<file path="src/rtl/nonce_scan.sv">
// nonce_scan: streams NUM_NONCES final-hash H0 words from the shared word
// memory, tracks the smallest one (lowest index wins on ties), compares it
// against a latched difficulty target and writes a two-word result record.
//
// Timing is fixed by an edge counter started at the accepting start edge
// (edge 0). The memory is synchronous with one register stage, so a word whose
// address is registered at edge k is sampled by this block at edge k+2.

module nonce_scan #(
  parameter int NUM_NONCES = 16
) (
  input  logic        clk,
  input  logic        reset,
  input  logic        start,
  input  logic [15:0] hash_addr,
  input  logic [15:0] result_addr,
  input  logic [31:0] target,
  output logic        done,
  output logic        found,
  output logic [15:0] best_nonce,
  output logic [31:0] best_hash,
  output logic        mem_clk,
  output logic        mem_we,
  output logic [15:0] mem_addr,
  output logic [31:0] mem_write_data,
  input  logic [31:0] mem_read_data
);

  // Controller states
  localparam logic [2:0] S_IDLE  = 3'd0;
  localparam logic [2:0] S_READ  = 3'd1;
  localparam logic [2:0] S_DRAIN = 3'd2;
  localparam logic [2:0] S_WR0   = 3'd3;
  localparam logic [2:0] S_WR1   = 3'd4;
  localparam logic [2:0] S_DONE  = 3'd5;

  // Key edge numbers, counted from the start edge (edge 0)
  localparam logic [16:0] LAST_ISSUE  = 17'(NUM_NONCES - 1);
  localparam logic [16:0] FIRST_SAMPLE = 17'd2;
  localparam logic [16:0] LAST_SAMPLE = 17'(NUM_NONCES + 1);
  localparam logic [16:0] WR0_EDGE    = 17'(NUM_NONCES + 2);

  logic [2:0]  r_state;
  logic [16:0] r_edge;
  logic [15:0] r_hashBase;
  logic [15:0] r_resultBase;
  logic [31:0] r_target;
  logic        r_done;
  logic        r_found;
  logic [15:0] r_bestNonce;
  logic [31:0] r_bestHash;
  logic        r_memWe;
  logic [15:0] r_memAddr;
  logic [31:0] r_memWdata;

  logic        w_idleLike;
  logic        w_startAccept;
  logic        w_scanning;
  logic        w_issue;
  logic        w_sample;
  logic        w_firstSample;
  logic        w_finalSample;
  logic [15:0] w_sampleIdx;
  logic        w_takeWord;
  logic [31:0] w_nextBestHash;
  logic        w_wr0;
  logic        w_wr1;
  logic        w_finish;

  // The memory runs on the same clock as the scanner
  assign mem_clk = clk;

  // start is only honoured when no scan is in flight
  assign w_idleLike    = (r_state == S_IDLE) || (r_state == S_DONE);
  assign w_startAccept = start && w_idleLike;

  // Address issue happens on READ edges 1..NUM_NONCES-1 (edge 0 issues word 0)
  assign w_scanning = (r_state == S_READ) || (r_state == S_DRAIN);
  assign w_issue    = (r_state == S_READ) && (r_edge <= LAST_ISSUE);

  // Word i arrives at edge i+2; samples may occur in READ as well as DRAIN
  assign w_sample      = w_scanning && (r_edge >= FIRST_SAMPLE) && (r_edge <= LAST_SAMPLE);
  assign w_firstSample = w_sample && (r_edge == FIRST_SAMPLE);
  assign w_finalSample = w_sample && (r_edge == LAST_SAMPLE);
  assign w_sampleIdx   = r_edge[15:0] - 16'd2;

  // Word 0 always loads; later words only when strictly smaller (unsigned)
  assign w_takeWord     = w_sample && (w_firstSample || (mem_read_data < r_bestHash));
  assign w_nextBestHash = w_takeWord ? mem_read_data : r_bestHash;

  // Result write phases
  assign w_wr0    = (r_state == S_DRAIN) && (r_edge == WR0_EDGE);
  assign w_wr1    = (r_state == S_WR0);
  assign w_finish = (r_state == S_WR1);

  // State sequencing and the edge counter that paces the fixed-latency scan
  always_ff @(posedge clk) begin
    if (reset) begin
      r_state <= S_IDLE;
      r_edge  <= 17'd0;
    end else begin
      case (r_state)
        S_IDLE, S_DONE: begin
          if (start) begin
            r_state <= S_READ;
            r_edge  <= 17'd1;
          end
        end
        S_READ: begin
          r_edge <= r_edge + 17'd1;
          if (r_edge >= LAST_ISSUE) begin
            r_state <= S_DRAIN;
          end
        end
        S_DRAIN: begin
          r_edge <= r_edge + 17'd1;
          if (r_edge == WR0_EDGE) begin
            r_state <= S_WR0;
          end
        end
        S_WR0: begin
          r_edge  <= r_edge + 17'd1;
          r_state <= S_WR1;
        end
        S_WR1: begin
          r_edge  <= 17'd0;
          r_state <= S_DONE;
        end
        default: begin
          r_edge  <= 17'd0;
          r_state <= S_IDLE;
        end
      endcase
    end
  end

  // Capture scan parameters at start so mid-scan input changes have no effect
  always_ff @(posedge clk) begin
    if (reset) begin
      r_hashBase   <= 16'd0;
      r_resultBase <= 16'd0;
      r_target     <= 32'd0;
    end else if (w_startAccept) begin
      r_hashBase   <= hash_addr;
      r_resultBase <= result_addr;
      r_target     <= target;
    end
  end

  // Running minimum, found flag and completion flag
  always_ff @(posedge clk) begin
    if (reset) begin
      r_done      <= 1'b0;
      r_found     <= 1'b0;
      r_bestNonce <= 16'd0;
      r_bestHash  <= 32'd0;
    end else if (w_startAccept) begin
      r_done      <= 1'b0;
      r_found     <= 1'b0;
      r_bestNonce <= 16'd0;
      r_bestHash  <= 32'd0;
    end else begin
      if (w_takeWord) begin
        r_bestHash  <= mem_read_data;
        r_bestNonce <= w_sampleIdx;
      end
      if (w_finalSample) begin
        r_found <= (w_nextBestHash < r_target);
      end
      if (w_finish) begin
        r_done <= 1'b1;
      end
    end
  end

  // Registered memory port: hash reads during the scan, then two result writes
  always_ff @(posedge clk) begin
    if (reset) begin
      r_memWe    <= 1'b0;
      r_memAddr  <= 16'd0;
      r_memWdata <= 32'd0;
    end else if (w_startAccept) begin
      r_memWe   <= 1'b0;
      r_memAddr <= hash_addr;
    end else if (w_issue) begin
      r_memWe   <= 1'b0;
      r_memAddr <= r_hashBase + r_edge[15:0];
    end else if (w_wr0) begin
      r_memWe    <= 1'b1;
      r_memAddr  <= r_resultBase;
      r_memWdata <= {r_found, 15'd0, r_bestNonce};
    end else if (w_wr1) begin
      r_memWe    <= 1'b1;
      r_memAddr  <= r_resultBase + 16'd1;
      r_memWdata <= r_bestHash;
    end else if (w_finish) begin
      r_memWe <= 1'b0;
    end
  end

  assign done           = r_done;
  assign found          = r_found;
  assign best_nonce     = r_bestNonce;
  assign best_hash      = r_bestHash;
  assign mem_we         = r_memWe;
  assign mem_addr       = r_memAddr;
  assign mem_write_data = r_memWdata;

endmodule

</file>
<file path="config.mk">
export PLATFORM = sky130hd
export DESIGN_NAME = nonce_scan
export DESIGN_NICKNAME = d
export VERILOG_FILES = /design/src/rtl/nonce_scan.sv
export SDC_FILE = /design/constraint.sdc
export NUM_CORES = 1
export LEC_CHECK = 0
export BUFFER_PORTS_ARGS = -buffer_cell sky130_fd_sc_hd__clkbuf_2
export CORE_ASPECT_RATIO = 0.75
export CORE_MARGIN = 5
export CORE_UTILIZATION = 56
export DETAILED_ROUTE_END_ITERATION = 7
export PLACE_DENSITY = 0.81
export SLEW_MARGIN = 15
export SYNTH_ARGS = -nofsm -noshare
export SYNTH_HDL_FRONTEND = slang
export SYNTH_SLANG_ARGS = --single-unit
</file>
<file path="constraint.sdc">
create_clock -name clk -period 5.1 [get_ports clk]
set_clock_uncertainty 0.05 [all_clocks]
set_input_delay 1.275 -clock clk [delete_from_list [all_inputs] [get_ports clk]]
set_output_delay 1.275 -clock clk [all_outputs]
set_load 0.005 [all_outputs]
</file>
* Word-level counts from Yosys, hierarchy flattened
Cells that the tools add are included.
** Cells by class
- Mux-type cells :: 16
- $lt $le $gt $ge :: 6
- Add/sub/neg operators :: 4
- Bitwise operators :: 2
- Eq/ne operators :: 11
- Reduce and logical (&&, ||, !) cells :: 21
** Operators with widths (number)
- $mux 32 :: 3
- $lt 32x32->1 :: 2
- $mux 16 :: 4
- $eq 17x5->1 const B :: 2
- $pmux 17 s2 :: 1
- $add 17x1->17 const B :: 1
- $eq 17x2->1 const B :: 1
- $ge 17x2->1 const B :: 1
- $ge 17x4->1 const B :: 1
- $le 17x4->1 const B :: 1
- $le 17x5->1 const B :: 1
- $mux 17 :: 1
- $add 16x1->16 const B :: 1
- $add 16x16->16 :: 1
- $sub 16x2->16 const B :: 1
- $pmux 3 s5 :: 1
- $mux 3 :: 3
- $logic_and 1x1->1 :: 8
- $eq 3x2->1 const B :: 2
- $eq 3x3->1 const B :: 2
- $reduce_and 3->1 :: 2
- $reduce_or 3->1 :: 2
- $ne 2x1->1 const B :: 2
- $reduce_bool 4->1 :: 1
- 9 further kinds :: 15
** Storage, ports and cells
- Word-level logic and storage cells :: 72
- Input port bits :: 99
- Flip-flop bits (word level) :: 183

* Depth between registers and ports, before layout
Gate-level depths: netlist of run 1.
- Depth after elaboration :: 9
- Mapped depth :: 20
- Mapped depth without buffers :: 18

==> impl_metrics.prom, run 1 <==
# TYPE chip_impl_metric gauge
chip_impl_info{name="run_status",value="complete, no violations"} 1
chip_impl_metric{name="first_iter_violations",unit=""} 877
chip_impl_metric{name="grt_max_degree",unit=""} 82
chip_impl_metric{name="dpl.hpwl",unit="um"} 22000
chip_impl_metric{name="power-per-cell-area",unit="nW/um2"} 382
chip_impl_metric{name="worst-endpoint-arrival",unit="ns"} 4.97
chip_impl_metric{name="drc_errors",unit=""} 0
chip_impl_info{name="hold_path_class",value="register to register"} 1
chip_impl_metric{name="ff2ff_path_depth",unit=""} 18
chip_impl_metric{name="yosysSeqAreaShare",unit="%"} 36.7
chip_impl_metric{name="antenna_left",unit=""} 0
chip_impl_metric{name="number_of_antenna_violations_at_the_first_check_in_global_routing",unit=""} 1
chip_impl_metric{name="maxSlewViolCount",unit=""} 0
chip_impl_metric{name="min_delay_path_depth",unit=""} 2
chip_impl_metric{name="clkTransAtPathRegs",unit="ns"} 0.07
chip_impl_metric{name="slew-limit-headroom",unit="%"} 21.2
chip_impl_info{name="hold_ep",value="r_target[1]"} 1
chip_impl_metric{name="cts-htree-levels",unit=""} 4
chip_impl_metric{name="grt-ovfl-total",unit=""} 0
chip_impl_metric{name="timing.critical_path.depth",unit=""} 18
chip_impl_metric{name="synth_edf_count",unit=""} 0
chip_impl_metric{name="cts_inserted_buffers",unit=""} 17
chip_impl_metric{name="timing.max_cap.violations",unit=""} 0
chip_impl_metric{name="fmax",unit="GHz"} 0.212
chip_impl_info{name="cp_slowest_cell",value="sky130_fd_sc_hd__nor4_1"} 1
chip_impl_metric{name="postCtsSetupBuffers",unit=""} 0
chip_impl_info{name="crit_chain",value="clkbuf_2 > ha_1 > nand4_1 > nor4_1 > a221oi_1 > o21ai_0 > a211oi_2 > buf_4 > o21ai_0 > o21ai_0 > ha_1 > nand4_1 > nor4_1 > a21oi_1 > a311oi_1 > o21ai_0 > o211ai_1 > a21oi_1"} 1
chip_impl_metric{name="synth.net_count",unit=""} 1427
chip_impl_metric{name="max-vdd-ir-drop",unit="uV"} 227
chip_impl_metric{name="num_vias",unit=""} 9524
chip_impl_info{name="netlist.top_cell.by_area",value="sky130_fd_sc_hd__dfxtp_1"} 1
chip_impl_metric{name="first_pass_iters",unit=""} 5
chip_impl_info{name="commonest_cells_post_synth",value="183 x sky130_fd_sc_hd__dfxtp_1, 165 x sky130_fd_sc_hd__nand2_1, 134 x sky130_fd_sc_hd__nor2_1"} 1
chip_impl_info{name="end_kind",value="register"} 1
chip_impl_metric{name="syn-mean-instance-area",unit="um2"} 8.02
chip_impl_metric{name="fp.dieH",unit="um"} 126
chip_impl_info{name="ys_top_cells_by_area",value="sky130_fd_sc_hd__dfxtp_1 37%, sky130_fd_sc_hd__ha_1 11%, sky130_fd_sc_hd__nand2_1 6.2%, sky130_fd_sc_hd__a21oi_1 5.3%, sky130_fd_sc_hd__nor2_1 5.0%"} 1
chip_impl_info{name="path_class",value="input port to register"} 1
chip_impl_info{name="worst_r2r_endpoint",value="found"} 1
chip_impl_metric{name="gr-usage-all-layers",unit="%"} 28.5
chip_impl_metric{name="yosysWarnings",unit=""} 0
chip_impl_metric{name="grt_pass1_vias",unit=""} 8905
chip_impl_metric{name="cpPeakStageDelay",unit="ns"} 0.43
chip_impl_info{name="kind_of_cell_adding_the_most_delay_to_the_critical_path",value="compound AO/OA/AOI/OAI gates"} 1
chip_impl_metric{name="port_buffers",unit=""} 198
chip_impl_metric{name="cts_repair_resize_count",unit=""} 0
chip_impl_info{name="min-delay-start",value="r_target[1]"} 1
chip_impl_metric{name="finalWorstPathRequiredPeriod",unit="ns"} 4.71
chip_impl_info{name="cts_tree",value="yes"} 1
chip_impl_metric{name="post_drt_wl_per_cell",unit="um"} 17.8
chip_impl_metric{name="cellLeakagePower",unit="nW"} 5.13
chip_impl_metric{name="synth_async_reset_ratio",unit="%"} 0
chip_impl_metric{name="grt_first_pass_wirelength",unit="um"} 47100
chip_impl_metric{name="worst-slew-pin-transition",unit="ns"} 1.18
chip_impl_info{name="dominantRegCellSynth",value="sky130_fd_sc_hd__dfxtp_1"} 1
chip_impl_info{name="critical_path.most_common_cell",value="sky130_fd_sc_hd__o21ai_0"} 1
chip_impl_metric{name="antennaDiodeCount",unit=""} 0
chip_impl_metric{name="fin_tns_setup",unit="ns"} 0
chip_impl_metric{name="timing_hold_violations_final",unit=""} 0
chip_impl_metric{name="required",unit="ns"} 5.36
chip_impl_metric{name="die_x",unit="um"} 164
chip_impl_metric{name="post_route_cells_drive_above_1_share",unit="%"} 18.8
chip_impl_metric{name="core_area",unit="um2"} 17600
chip_impl_metric{name="die-area",unit="um2"} 20600
chip_impl_metric{name="globalplace.congestion",unit=""} 0.991
chip_impl_metric{name="routed_via_density",unit=""} 5.73
chip_impl_metric{name="buffers_and_inverters_on_the_worst_path",unit=""} 2
chip_impl_info{name="synth.most_common_cell",value="sky130_fd_sc_hd__dfxtp_1"} 1
chip_impl_metric{name="synth_area",unit="um2"} 9970
chip_impl_metric{name="initial_cell_density_of_the_core",unit="%"} 56.8
chip_impl_metric{name="synthToLayoutAreaGrowth",unit="%"} 17.0
chip_impl_metric{name="worstPathMaxFanout",unit=""} 32
chip_impl_metric{name="postRouteWirelength",unit="um"} 29600
chip_impl_metric{name="clk_path_buf_depth",unit=""} 2
chip_impl_info{name="rr_startpoint",value="best_hash[17]"} 1
chip_impl_metric{name="core.rowCount",unit=""} 42
chip_impl_metric{name="timing.final.setup_violations",unit=""} 0
chip_impl_metric{name="place_area",unit="um2"} 11100
chip_impl_metric{name="worst_skew_pair.late_latency",unit="ns"} 0.43
chip_impl_metric{name="timing.final.crit_share",unit="%"} 92.4
chip_impl_metric{name="postSynthRegisterBits",unit=""} 183
chip_impl_info{name="cts.root.buffer_cell",value="sky130_fd_sc_hd__clkbuf_16"} 1
chip_impl_metric{name="netlist_instances",unit=""} 1243
chip_impl_info{name="worstSetupStartpointType",value="input port"} 1
chip_impl_metric{name="post_synth_num_cell_types",unit=""} 66
chip_impl_metric{name="hold_buffers",unit=""} 0
chip_impl_metric{name="post-route-cell-area",unit="um2"} 11700
chip_impl_metric{name="design.portCount",unit=""} 199
chip_impl_info{name="unrepaired_setup_endpoints_after_global_routing",value="false"} 1
chip_impl_metric{name="nets",unit=""} 1590
chip_impl_metric{name="synth_top_area_share",unit="%"} 36.7
chip_impl_metric{name="setup_slack_of_the_most_critical_reg_to_reg_path",unit="ns"} 0.82
-- how the worst max path moves through the flow --
stage | slack, ns | endpoint | from
floorplan | 0.43 | found | mem_read_data[13]
global placement | 0.18 | found | mem_read_data[2]
detailed placement | 0.05 | found | mem_read_data[27]
CTS | 0.46 | found | mem_read_data[27]
global route | 0.13 | found | mem_read_data[27]
finish | 0.39 | found | mem_read_data[27]
-- worst register-to-register path: stages (launching register included) --
cell and delay [ns]:
sky130_fd_sc_hd__dfxtp_1 0.44, sky130_fd_sc_hd__inv_1 0.10, sky130_fd_sc_hd__ha_1 0.32, sky130_fd_sc_hd__a21oi_1 0.13, sky130_fd_sc_hd__o21ai_0 0.17, sky130_fd_sc_hd__a221oi_1 0.31, sky130_fd_sc_hd__o21ai_0 0.26, sky130_fd_sc_hd__a211oi_2 0.27
sky130_fd_sc_hd__buf_4 0.35, sky130_fd_sc_hd__o21ai_0 0.13, sky130_fd_sc_hd__o21ai_0 0.15, sky130_fd_sc_hd__ha_1 0.22, sky130_fd_sc_hd__nand4_1 0.20, sky130_fd_sc_hd__nor4_1 0.40, sky130_fd_sc_hd__a21oi_1 0.12, sky130_fd_sc_hd__a311oi_1 0.27
sky130_fd_sc_hd__o21ai_0 0.11, sky130_fd_sc_hd__o211ai_1 0.13, sky130_fd_sc_hd__a21oi_1 0.06
-- kinds of logic after synthesis --
family,after synthesis,share of synthesized area (%)
compound gates,324,20.0
xor+xnor,37,3.25
fa+ha+maj,85,10.7
buf+inv,150,5.96
flops,183,36.7
mux,28,2.82
simple gates,436,20.5
-- flip-flops by register name (all words and copies together), names as in the netlist --
| name | count |
|---|---|
| r_target | 32 |
| best_nonce | 16 |
| done | 1 |
| r_hashBase | 16 |
| r_state | 3 |
| mem_we | 1 |
| mem_write_data | 32 |
| best_hash | 32 |
| r_resultBase | 16 |
| r_edge | 17 |
| found | 1 |
| mem_addr | 16 |
-- power by group --
part           total, W  internal (W)  switching, W
logic           0.00146      0.000525      0.000933
clock network   0.00125      0.000677      0.000573
registers       0.00176       0.00161      0.000143
-- per-layer routing --
metal	track usage [%]	vias up	part of all wire [%]
li1	-	4631	-
met4	7.25	2	1.9
met2	41.8	401	43
met5	0	-	0.024
met3	6.55	43	8.8
met1	42.3	4447	46
-- metrics by stage --
| stage | total power [W] | hold WS, ns | std cells | worst slack (ns) | util (%) |
|---|---|---|---|---|---|
| floorplan | 0.00276 | 0.386 | 1243 | 0.432 | - |
| global placement | 0.00318 | 0.392 | 1629 | 0.180 | 63.4 |
| detailed placement | 0.00321 | 0.396 | 1629 | 0.0517 | 63.4 |
| CTS | 0.00445 | 0.405 | 1661 | 0.464 | 66.5 |
| global route | 0.00473 | 0.420 | 1661 | 0.127 | 66.5 |
| finish | 0.00446 | 0.404 | 1661 | 0.389 | 66.5 |
-- layout make-up --
type,instances,area (um2)
Timing Repair Buffer,213,1120
Clock buffer,25,487
Tap cell,242,303
Clock inverter,8,63.8
Multi-Input combinational cell,910,5740
Sequential cell,183,3660
Inverter,80,300
Fill cell,1530,5880
-- placed cells by master (no fill, tap or decap), types with 5 or more instances in the layout --
master,synthesis,routed
sky130_fd_sc_hd__clkbuf_2,0,197
sky130_fd_sc_hd__dfxtp_1,183,183
sky130_fd_sc_hd__nand2_1,165,164
sky130_fd_sc_hd__nor2_1,134,134
sky130_fd_sc_hd__a21oi_1,105,105
sky130_fd_sc_hd__o21ai_0,95,95
sky130_fd_sc_hd__ha_1,84,84
sky130_fd_sc_hd__inv_1,80,80
sky130_fd_sc_hd__and2_1,37,36
sky130_fd_sc_hd__mux2i_1,27,27
sky130_fd_sc_hd__a211oi_1,26,26
sky130_fd_sc_hd__xor2_1,20,20
sky130_fd_sc_hd__xnor2_1,17,17
sky130_fd_sc_hd__clkbuf_16,0,17
sky130_fd_sc_hd__buf_4,3,16
sky130_fd_sc_hd__a21o_1,15,15
sky130_fd_sc_hd__nand4_1,15,15
sky130_fd_sc_hd__a32oi_1,15,15
sky130_fd_sc_hd__nand3_1,14,14
sky130_fd_sc_hd__and3_1,14,14
sky130_fd_sc_hd__o21ai_1,11,11
sky130_fd_sc_hd__nor3_1,11,11
sky130_fd_sc_hd__a22oi_1,10,10
sky130_fd_sc_hd__nand2b_1,8,8
sky130_fd_sc_hd__o211ai_1,8,8
sky130_fd_sc_hd__nor4_1,5,5
Power figures use the tool's default switching activity.
==> run 2: changes to the inputs <==
clock period = 4.42 ns   (was 5.1 ns; I/O delays follow)
==> run 2 against run 1 <==
Net effect:
- count of clock-buffer cells in the layout down 1
- largest power group unchanged
- non-clock buffer count up 44
- worst setup slack lost 0.36 ns
- global-route usage up 1.1 points
- total power up 21%
- first-iteration DRC count is 13% higher
- final cell count increased by 2.6%
==> impl_metrics.prom, run 2 (synthesis results as in run 1) <==
# TYPE chip_impl_metric gauge
chip_impl_info{name="min-delay-start",value="r_target[14]"} 1
chip_impl_metric{name="cts_inserted_buffers",unit=""} 17
chip_impl_info{name="cts_tree",value="yes"} 1
chip_impl_metric{name="die-area",unit="um2"} 20600
chip_impl_metric{name="wl_met2",unit="um"} 13700
chip_impl_metric{name="port_buffers",unit=""} 198
chip_impl_info{name="commonest_non_fill_non_tap_cells_in_the_layout",value="198 x sky130_fd_sc_hd__clkbuf_2, 183 x sky130_fd_sc_hd__dfxtp_1, 164 x sky130_fd_sc_hd__nand2_1"} 1
chip_impl_metric{name="first_pass_iters",unit=""} 5
chip_impl_metric{name="cellLeakagePower",unit="nW"} 5.43
chip_impl_metric{name="first_iter_violations",unit=""} 990
chip_impl_metric{name="drc_errors",unit=""} 0
chip_impl_metric{name="die_x",unit="um"} 164
chip_impl_metric{name="postRouteWirelength",unit="um"} 31900
chip_impl_metric{name="grt_pass1_vias",unit=""} 9148
chip_impl_metric{name="fp.dieH",unit="um"} 126
chip_impl_info{name="run_status",value="complete, no violations"} 1
chip_impl_metric{name="post_route_cells_drive_above_1_share",unit="%"} 23.4
chip_impl_metric{name="cts-htree-levels",unit=""} 4
chip_impl_info{name="crit_chain",value="clkbuf_2 > ha_1 > a21oi_1 > o21ai_0 > a221oi_2 > o21ai_2 > a211oi_4 > or2_4 > buf_12 > buf_8 > o21ai_4 > ha_4 > nand4_1 > buf_4 > nor2_1 > o21ai_0 > a311oi_1 > o21ai_1 > o211ai_1 > a21oi_1"} 1
chip_impl_metric{name="timing.final.crit_share",unit="%"} 99.3
chip_impl_metric{name="core_area",unit="um2"} 17600
chip_impl_metric{name="min_delay_path_depth",unit=""} 2
chip_impl_metric{name="fmax",unit="GHz"} 0.228
chip_impl_info{name="cp_slowest_cell",value="sky130_fd_sc_hd__a311oi_1"} 1
chip_impl_metric{name="slew-limit-headroom",unit="%"} 22.5
chip_impl_metric{name="maxSlewViolCount",unit=""} 0
chip_impl_info{name="top_layer",value="met5"} 1
chip_impl_metric{name="finalWorstPathRequiredPeriod",unit="ns"} 4.39
chip_impl_metric{name="worst_skew_pair.late_latency",unit="ns"} 0.44
chip_impl_metric{name="num_vias",unit=""} 9869
chip_impl_metric{name="timing.hold.ws",unit="ns"} 0.407
chip_impl_metric{name="route.layer.met1.wl",unit="um"} 14300
chip_impl_info{name="rr_startpoint",value="best_hash[17]"} 1
chip_impl_metric{name="routed_via_density",unit=""} 5.79
chip_impl_metric{name="grt-ovfl-total",unit=""} 0
chip_impl_metric{name="final_core_util",unit="%"} 70.2
chip_impl_metric{name="dpl.hpwl",unit="um"} 22700
chip_impl_metric{name="grt_max_degree",unit=""} 71
chip_impl_metric{name="post_drt_wl_per_cell",unit="um"} 18.7
chip_impl_metric{name="cpPeakStageDelay",unit="ns"} 0.33
chip_impl_info{name="end_kind",value="register"} 1
chip_impl_metric{name="internal_power_component",unit="W"} 0.00339
chip_impl_metric{name="worst-endpoint-arrival",unit="ns"} 4.66
chip_impl_metric{name="gr-usage-all-layers",unit="%"} 29.6
chip_impl_metric{name="worstPathMaxFanout",unit=""} 8
chip_impl_metric{name="finish.cell_count_without_fillers",unit=""} 1705
chip_impl_metric{name="grt_first_pass_wirelength",unit="um"} 48700
chip_impl_info{name="path_class",value="input port to register"} 1
chip_impl_metric{name="timing_hold_violations_final",unit=""} 0
chip_impl_metric{name="initial_cell_density_of_the_core",unit="%"} 56.8
chip_impl_metric{name="share_seq_of_total_power",unit="%"} 37.5
chip_impl_metric{name="timing.final.setup_violations",unit=""} 0
chip_impl_metric{name="ff2ff_path_depth",unit=""} 20
chip_impl_metric{name="fin_tns_setup",unit="ns"} 0
chip_impl_metric{name="clockPowerShare",unit="%"} 28.4
chip_impl_info{name="worst_r2r_endpoint",value="found"} 1
chip_impl_metric{name="placed_cells_incl_taps",unit=""} 1660
chip_impl_metric{name="required",unit="ns"} 4.69
chip_impl_metric{name="clk_path_buf_depth",unit=""} 2
chip_impl_metric{name="netSwitchingPower",unit="W"} 0.00201
chip_impl_metric{name="timing.max_cap.violations",unit=""} 0
chip_impl_metric{name="setup_slack_of_the_most_critical_reg_to_reg_path",unit="ns"} 0.17
chip_impl_info{name="worstSetupStartpointType",value="input port"} 1
chip_impl_info{name="hold_ep",value="r_target[14]"} 1
chip_impl_metric{name="max-vdd-ir-drop",unit="uV"} 283
chip_impl_metric{name="core.rowCount",unit=""} 42
chip_impl_metric{name="clkTransAtPathRegs",unit="ns"} 0.07
chip_impl_metric{name="net_sw_share",unit="%"} 37.1
chip_impl_metric{name="power_frac_comb",unit="%"} 34.0
chip_impl_metric{name="power-per-cell-area",unit="nW/um2"} 438
chip_impl_info{name="cts.root.buffer_cell",value="sky130_fd_sc_hd__clkbuf_16"} 1
chip_impl_info{name="most_common_cell_after_layout_fill_and_taps_aside",value="sky130_fd_sc_hd__clkbuf_2"} 1
chip_impl_metric{name="worst-slew-pin-transition",unit="ns"} 1.16
chip_impl_metric{name="globalplace.congestion",unit=""} 0.973
chip_impl_metric{name="antenna_left",unit=""} 0
chip_impl_metric{name="met3_wirelength",unit="um"} 3020
chip_impl_metric{name="antennaDiodeCount",unit=""} 0
chip_impl_info{name="hold_path_class",value="register to register"} 1
chip_impl_metric{name="nets",unit=""} 1634
chip_impl_metric{name="hold_buffers",unit=""} 0
chip_impl_metric{name="number_of_antenna_violations_at_the_first_check_in_global_routing",unit=""} 1
chip_impl_metric{name="design.portCount",unit=""} 199
chip_impl_metric{name="synthToLayoutAreaGrowth",unit="%"} 23.6
[run 2: how the worst max path moves through the flow]
stage                            from    end  slack [ns]  depth (start not counted)
floorplan           mem_read_data[13]  found        0.01                         18
global placement    mem_read_data[13]  found       -0.33                         18
detailed placement   mem_read_data[2]  found       -0.52                         18
CTS                  mem_read_data[2]  found        0.02                         17
global route        mem_read_data[25]  found       -0.23                         18
finish              mem_read_data[17]  found        0.03                         20
[run 2: final cells by class]
| type | instances | area [um2] |
|---|---|---|
| fillers | 1414 | 5220 |
| inverters | 80 | 300 |
| well taps | 242 | 303 |
| multi-input cells | 910 | 5990 |
| flip-flops and latches | 183 | 3660 |
| clock buffers | 24 | 518 |
| repair buffers | 257 | 1480 |
| clock inverters | 9 | 73.8 |
[run 2: timing repair]
item,in CTS,in global routing
cloned,0,1
buffers inserted,2,12
endpoints found under the setup margin,1,1
gates resized for setup,1,67
pin swaps,1,29
[run 2: worst max-delay path: cells and delay by family]
family | cells | cell delay, ns
compound gates | 11 | 1.92
fa+ha+maj | 2 | 0.58
buf+inv | 4 | 0.52
simple gates | 3 | 0.51
[run 2: power groups by stage]
stage	Clock [W]	Combinational [W]	Sequential, W
CTS	0.00154	0.00173	0.00202
global placement	0.00000988	0.00167	0.00205
global route	0.00161	0.00202	0.00205
floorplan	0.0000147	0.00116	0.00202
finish	0.00154	0.00184	0.00203
detailed placement	0.00000988	0.00170	0.00206
[run 2: stage by stage]
stage          area (um2)  setup slack (ns)  total power (W)
2_1_floorplan       10000            0.0118          0.00319
3_3_place_gp        11400            -0.331          0.00373
3_5_place_dp        11400            -0.515          0.00377
4_1_cts             12000            0.0162          0.00529
5_1_grt             12300            -0.229          0.00568
6_report            12300            0.0293          0.00540
[run 2: per-layer routing]
metal  global-route usage (%)  vias up
met5                        0        -
met1                     43.3     4613
met4                     8.68        2
met2                     42.9      459
li1                         -     4728
met3                     7.57       67
==> run 3: changes to the inputs <==
CELL_PAD_IN_SITES_DETAIL_PLACEMENT = 0   (was default)
CELL_PAD_IN_SITES_GLOBAL_PLACEMENT = 2   (was default)
CORE_UTILIZATION = 32   (was 56)
PLACE_DENSITY = default   (was 0.81)
PLACE_DENSITY_LB_ADDON = 0.1   (was default)
SETUP_SLACK_MARGIN = 0.15   (was default)
==> run 3 against run 2 <==
Net effect:
- the flow now finishes with violations (negative setup slack)
- worst hold slack is essentially flat
- critical endpoint unchanged
- global-route usage shrank 9.0 points
- non-clock buffer count grew 20
- total power grew 2.9%
- largest cell class unchanged
- combinational power grew 5%
- sequential power is essentially flat
- sequential share of layout area shrank 1.0 points
- count of clock-buffer cells in the layout shrank 4
- via count shrank 2.9%
- sequential cell count is the same
- wire length grew 15%
==> impl_metrics.prom, run 3 (synthesis results as in run 1) <==
# TYPE chip_impl_metric gauge
chip_impl_info{name="run_status",value="finished with violations"} 1
chip_impl_info{name="violations",value="negative setup slack"} 1
chip_impl_metric{name="globalplace.congestion",unit=""} 0.831
chip_impl_info{name="cts.root.buffer_cell",value="sky130_fd_sc_hd__clkbuf_16"} 1
chip_impl_metric{name="gr-usage-all-layers",unit="%"} 20.5
chip_impl_metric{name="net_sw_share",unit="%"} 37.6
chip_impl_info{name="crit_chain",value="clkbuf_2 > ha_4 > a21o_1 > a31oi_4 > o21ai_2 > a2111o_1 > a211oi_4 > or2_4 > buf_12 > buf_12 > o21ai_4 > ha_4 > nand4_1 > nor4_2 > a21oi_1 > a311oi_1 > o21ai_1 > o211ai_1 > a21oi_1"} 1
chip_impl_metric{name="cts_inserted_buffers",unit=""} 17
chip_impl_metric{name="initial_cell_density_of_the_core",unit="%"} 32.1
chip_impl_metric{name="share_seq_of_total_power",unit="%"} 36.5
chip_impl_metric{name="finish.cell_count_without_fillers",unit=""} 1889
chip_impl_metric{name="dpl.hpwl",unit="um"} 27700
chip_impl_metric{name="postRouteWirelength",unit="um"} 36800
chip_impl_metric{name="fillCellCount",unit=""} 3264
chip_impl_metric{name="maxSlewViolCount",unit=""} 0
chip_impl_metric{name="worstPathMaxFanout",unit=""} 7
chip_impl_metric{name="clockPowerShare",unit="%"} 28.8
chip_impl_metric{name="worst-endpoint-arrival",unit="ns"} 4.74
chip_impl_metric{name="die-area",unit="um2"} 34800
chip_impl_metric{name="design.portCount",unit=""} 199
chip_impl_metric{name="post_drt_wl_per_cell",unit="um"} 19.5
chip_impl_metric{name="antennaDiodeCount",unit=""} 0
chip_impl_info{name="unrepaired_setup_endpoints_after_global_routing",value="true"} 1
chip_impl_info{name="min-delay-start",value="r_target[4]"} 1
chip_impl_metric{name="drc_errors",unit=""} 0
chip_impl_metric{name="grt_pass1_vias",unit=""} 9087
chip_impl_metric{name="fin_total_pwr",unit="W"} 0.00555
chip_impl_metric{name="required",unit="ns"} 4.70
chip_impl_metric{name="core.rowCount",unit=""} 56
chip_impl_metric{name="power-per-cell-area",unit="nW/um2"} 435
chip_impl_metric{name="min_delay_path_depth",unit=""} 2
chip_impl_metric{name="multiInputGateArea",unit="um2"} 5950
chip_impl_metric{name="worst-slew-pin-transition",unit="ns"} 0.770
chip_impl_metric{name="netSwitchingPower",unit="W"} 0.00209
chip_impl_metric{name="port_buffers",unit=""} 198
chip_impl_metric{name="clkTransAtPathRegs",unit="ns"} 0.07
chip_impl_metric{name="internal_power_component",unit="W"} 0.00347
chip_impl_info{name="worstSetupStartpointType",value="input port"} 1
chip_impl_metric{name="core_area",unit="um2"} 31000
chip_impl_metric{name="fp.dieH",unit="um"} 163
chip_impl_info{name="cp_slowest_cell",value="sky130_fd_sc_hd__a2111o_1"} 1
chip_impl_metric{name="grt_first_pass_wirelength",unit="um"} 54600
chip_impl_info{name="end_kind",value="register"} 1
chip_impl_metric{name="synthToLayoutAreaGrowth",unit="%"} 27.9
chip_impl_info{name="cts_tree",value="yes"} 1
chip_impl_metric{name="power_frac_comb",unit="%"} 34.7
chip_impl_metric{name="cpPeakStageDelay",unit="ns"} 0.48
chip_impl_metric{name="cellLeakagePower",unit="nW"} 5.55
chip_impl_info{name="hold_ep",value="r_target[4]"} 1
chip_impl_metric{name="buffers_and_inverters_on_the_worst_path",unit=""} 3
chip_impl_info{name="kind_of_cell_adding_the_most_delay_to_the_critical_path",value="compound AO/OA/AOI/OAI gates"} 1
chip_impl_metric{name="worst_skew_pair.late_latency",unit="ns"} 0.44
chip_impl_metric{name="timing.max_cap.violations",unit=""} 0
chip_impl_metric{name="area_occupied_by_registers",unit="um2"} 3660
chip_impl_info{name="commonest_non_fill_non_tap_cells_in_the_layout",value="196 x sky130_fd_sc_hd__clkbuf_2, 183 x sky130_fd_sc_hd__dfxtp_1, 164 x sky130_fd_sc_hd__nand2_1"} 1
chip_impl_metric{name="slew-limit-headroom",unit="%"} 48.0
chip_impl_metric{name="first_iter_violations",unit=""} 708
chip_impl_metric{name="timing.final.crit_share",unit="%"} 101
chip_impl_metric{name="max-vdd-ir-drop",unit="uV"} 241
chip_impl_metric{name="antenna_left",unit=""} 0
chip_impl_metric{name="place_area",unit="um2"} 11800
chip_impl_metric{name="first_pass_iters",unit=""} 5
chip_impl_info{name="hold_path_class",value="register to register"} 1
chip_impl_info{name="worst_r2r_endpoint",value="found"} 1
chip_impl_metric{name="finalWorstSetupSlack",unit="ns"} -0.0333
chip_impl_metric{name="timing_hold_violations_final",unit=""} 0
chip_impl_metric{name="grt-ovfl-total",unit=""} 0
chip_impl_metric{name="fmax",unit="GHz"} 0.225
chip_impl_metric{name="post-route-cell-area",unit="um2"} 12800
chip_impl_metric{name="number_of_antenna_violations_at_the_first_check_in_global_routing",unit=""} 4
chip_impl_metric{name="cts-htree-levels",unit=""} 4
chip_impl_info{name="most_common_cell_after_layout_fill_and_taps_aside",value="sky130_fd_sc_hd__clkbuf_2"} 1
chip_impl_metric{name="nets",unit=""} 1654
chip_impl_metric{name="setup_slack_of_the_most_critical_reg_to_reg_path",unit="ns"} 0.18
chip_impl_metric{name="fin_tns_setup",unit="ns"} -0.0333
chip_impl_metric{name="clk_path_buf_depth",unit=""} 2
chip_impl_metric{name="grt_max_degree",unit=""} 58
chip_impl_metric{name="timing.final.setup_violations",unit=""} 1
chip_impl_metric{name="routed_via_density",unit=""} 5.07
chip_impl_metric{name="final_core_util",unit="%"} 41.1
chip_impl_metric{name="die_x",unit="um"} 214
chip_impl_metric{name="finalWorstPathRequiredPeriod",unit="ns"} 4.45
chip_impl_metric{name="ff2ff_path_depth",unit=""} 19
chip_impl_metric{name="post_route_cells_drive_above_1_share",unit="%"} 24.2
chip_impl_metric{name="placed_cells_incl_taps",unit=""} 1838
chip_impl_metric{name="num_vias",unit=""} 9585
chip_impl_info{name="rr_startpoint",value="best_hash[9]"} 1
chip_impl_info{name="path_class",value="input port to register"} 1
-- run 3: changes by cell type in the layout (fill, tap and decap cells not counted), moves of 3 or more --
| cell | before | now |
|---|---|---|
| sky130_fd_sc_hd__buf_4 | 53 | 69 |
| sky130_fd_sc_hd__o21ai_1 | 29 | 21 |
| sky130_fd_sc_hd__buf_12 | 1 | 8 |
| sky130_fd_sc_hd__o21ai_0 | 68 | 75 |
| sky130_fd_sc_hd__buf_6 | 5 | 2 |
| sky130_fd_sc_hd__clkinvlp_4 | 0 | 3 |
| sky130_fd_sc_hd__ha_1 | 73 | 76 |
| sky130_fd_sc_hd__ha_4 | 11 | 8 |
-- run 3: area by class of cell --
class	count	area share (%)
well taps	406	3.98
multi-input cells	910	46.6
inverters	80	2.35
repair buffers	277	13.6
clock buffers	20	3.59
flip-flops and latches	183	28.7
clock inverters	13	1.11
-- run 3: what timing repair did --
| action | in CTS | in global routing |
|---|---|---|
| gates resized for setup | 6 | 28 |
| setup buffers | 3 | 14 |
| setup endpoints to repair | 1 | 1 |
| pin swaps | 8 | 22 |
| hold buffers | 0 | 0 |
| gates cloned | 1 | 1 |
-- run 3: worst max path at each step --
stage,startpoint,to,slack [ns],cells after the start
after floorplan,mem_read_data[13],found,0.16,18
after global placement,mem_read_data[2],found,-0.36,18
after detailed placement,mem_read_data[2],found,-0.45,18
after CTS,mem_read_data[2],found,0.08,19
after global routing,mem_read_data[9],found,-0.20,21
final,mem_read_data[2],found,-0.03,19
-- run 3: power groups by stage --
stage	logic, W	registers (W)	clock network, W
floorplan	0.00117	0.00202	0.0000147
global placement	0.00185	0.00206	0.00000988
detailed placement	0.00185	0.00207	0.00000988
CTS	0.00188	0.00203	0.00164
global route	0.00214	0.00205	0.00171
finish	0.00193	0.00203	0.00160
-- run 3: tightest hold or removal path, cell delays in order (launching register included) --
cell                      delay [ns]
sky130_fd_sc_hd__dfxtp_1        0.31
sky130_fd_sc_hd__nand2_1        0.05
sky130_fd_sc_hd__a21oi_1        0.05
-- run 3: per-layer routing --
metal,vias to the layer above,track usage (%),wire length (um)
li1,4762,-,-
met1,4550,32.4,19600
met2,237,28.3,14600
met3,28,4.54,2140
met4,8,4.10,373
met5,-,0,59
-- run 3: stage by stage --
step                setup slack [ns]  hold slack (ns)
global route                  -0.205            0.430
finish                       -0.0333            0.407
detailed placement            -0.453            0.399
CTS                           0.0822            0.409
floorplan                      0.156            0.386
global placement              -0.362            0.395
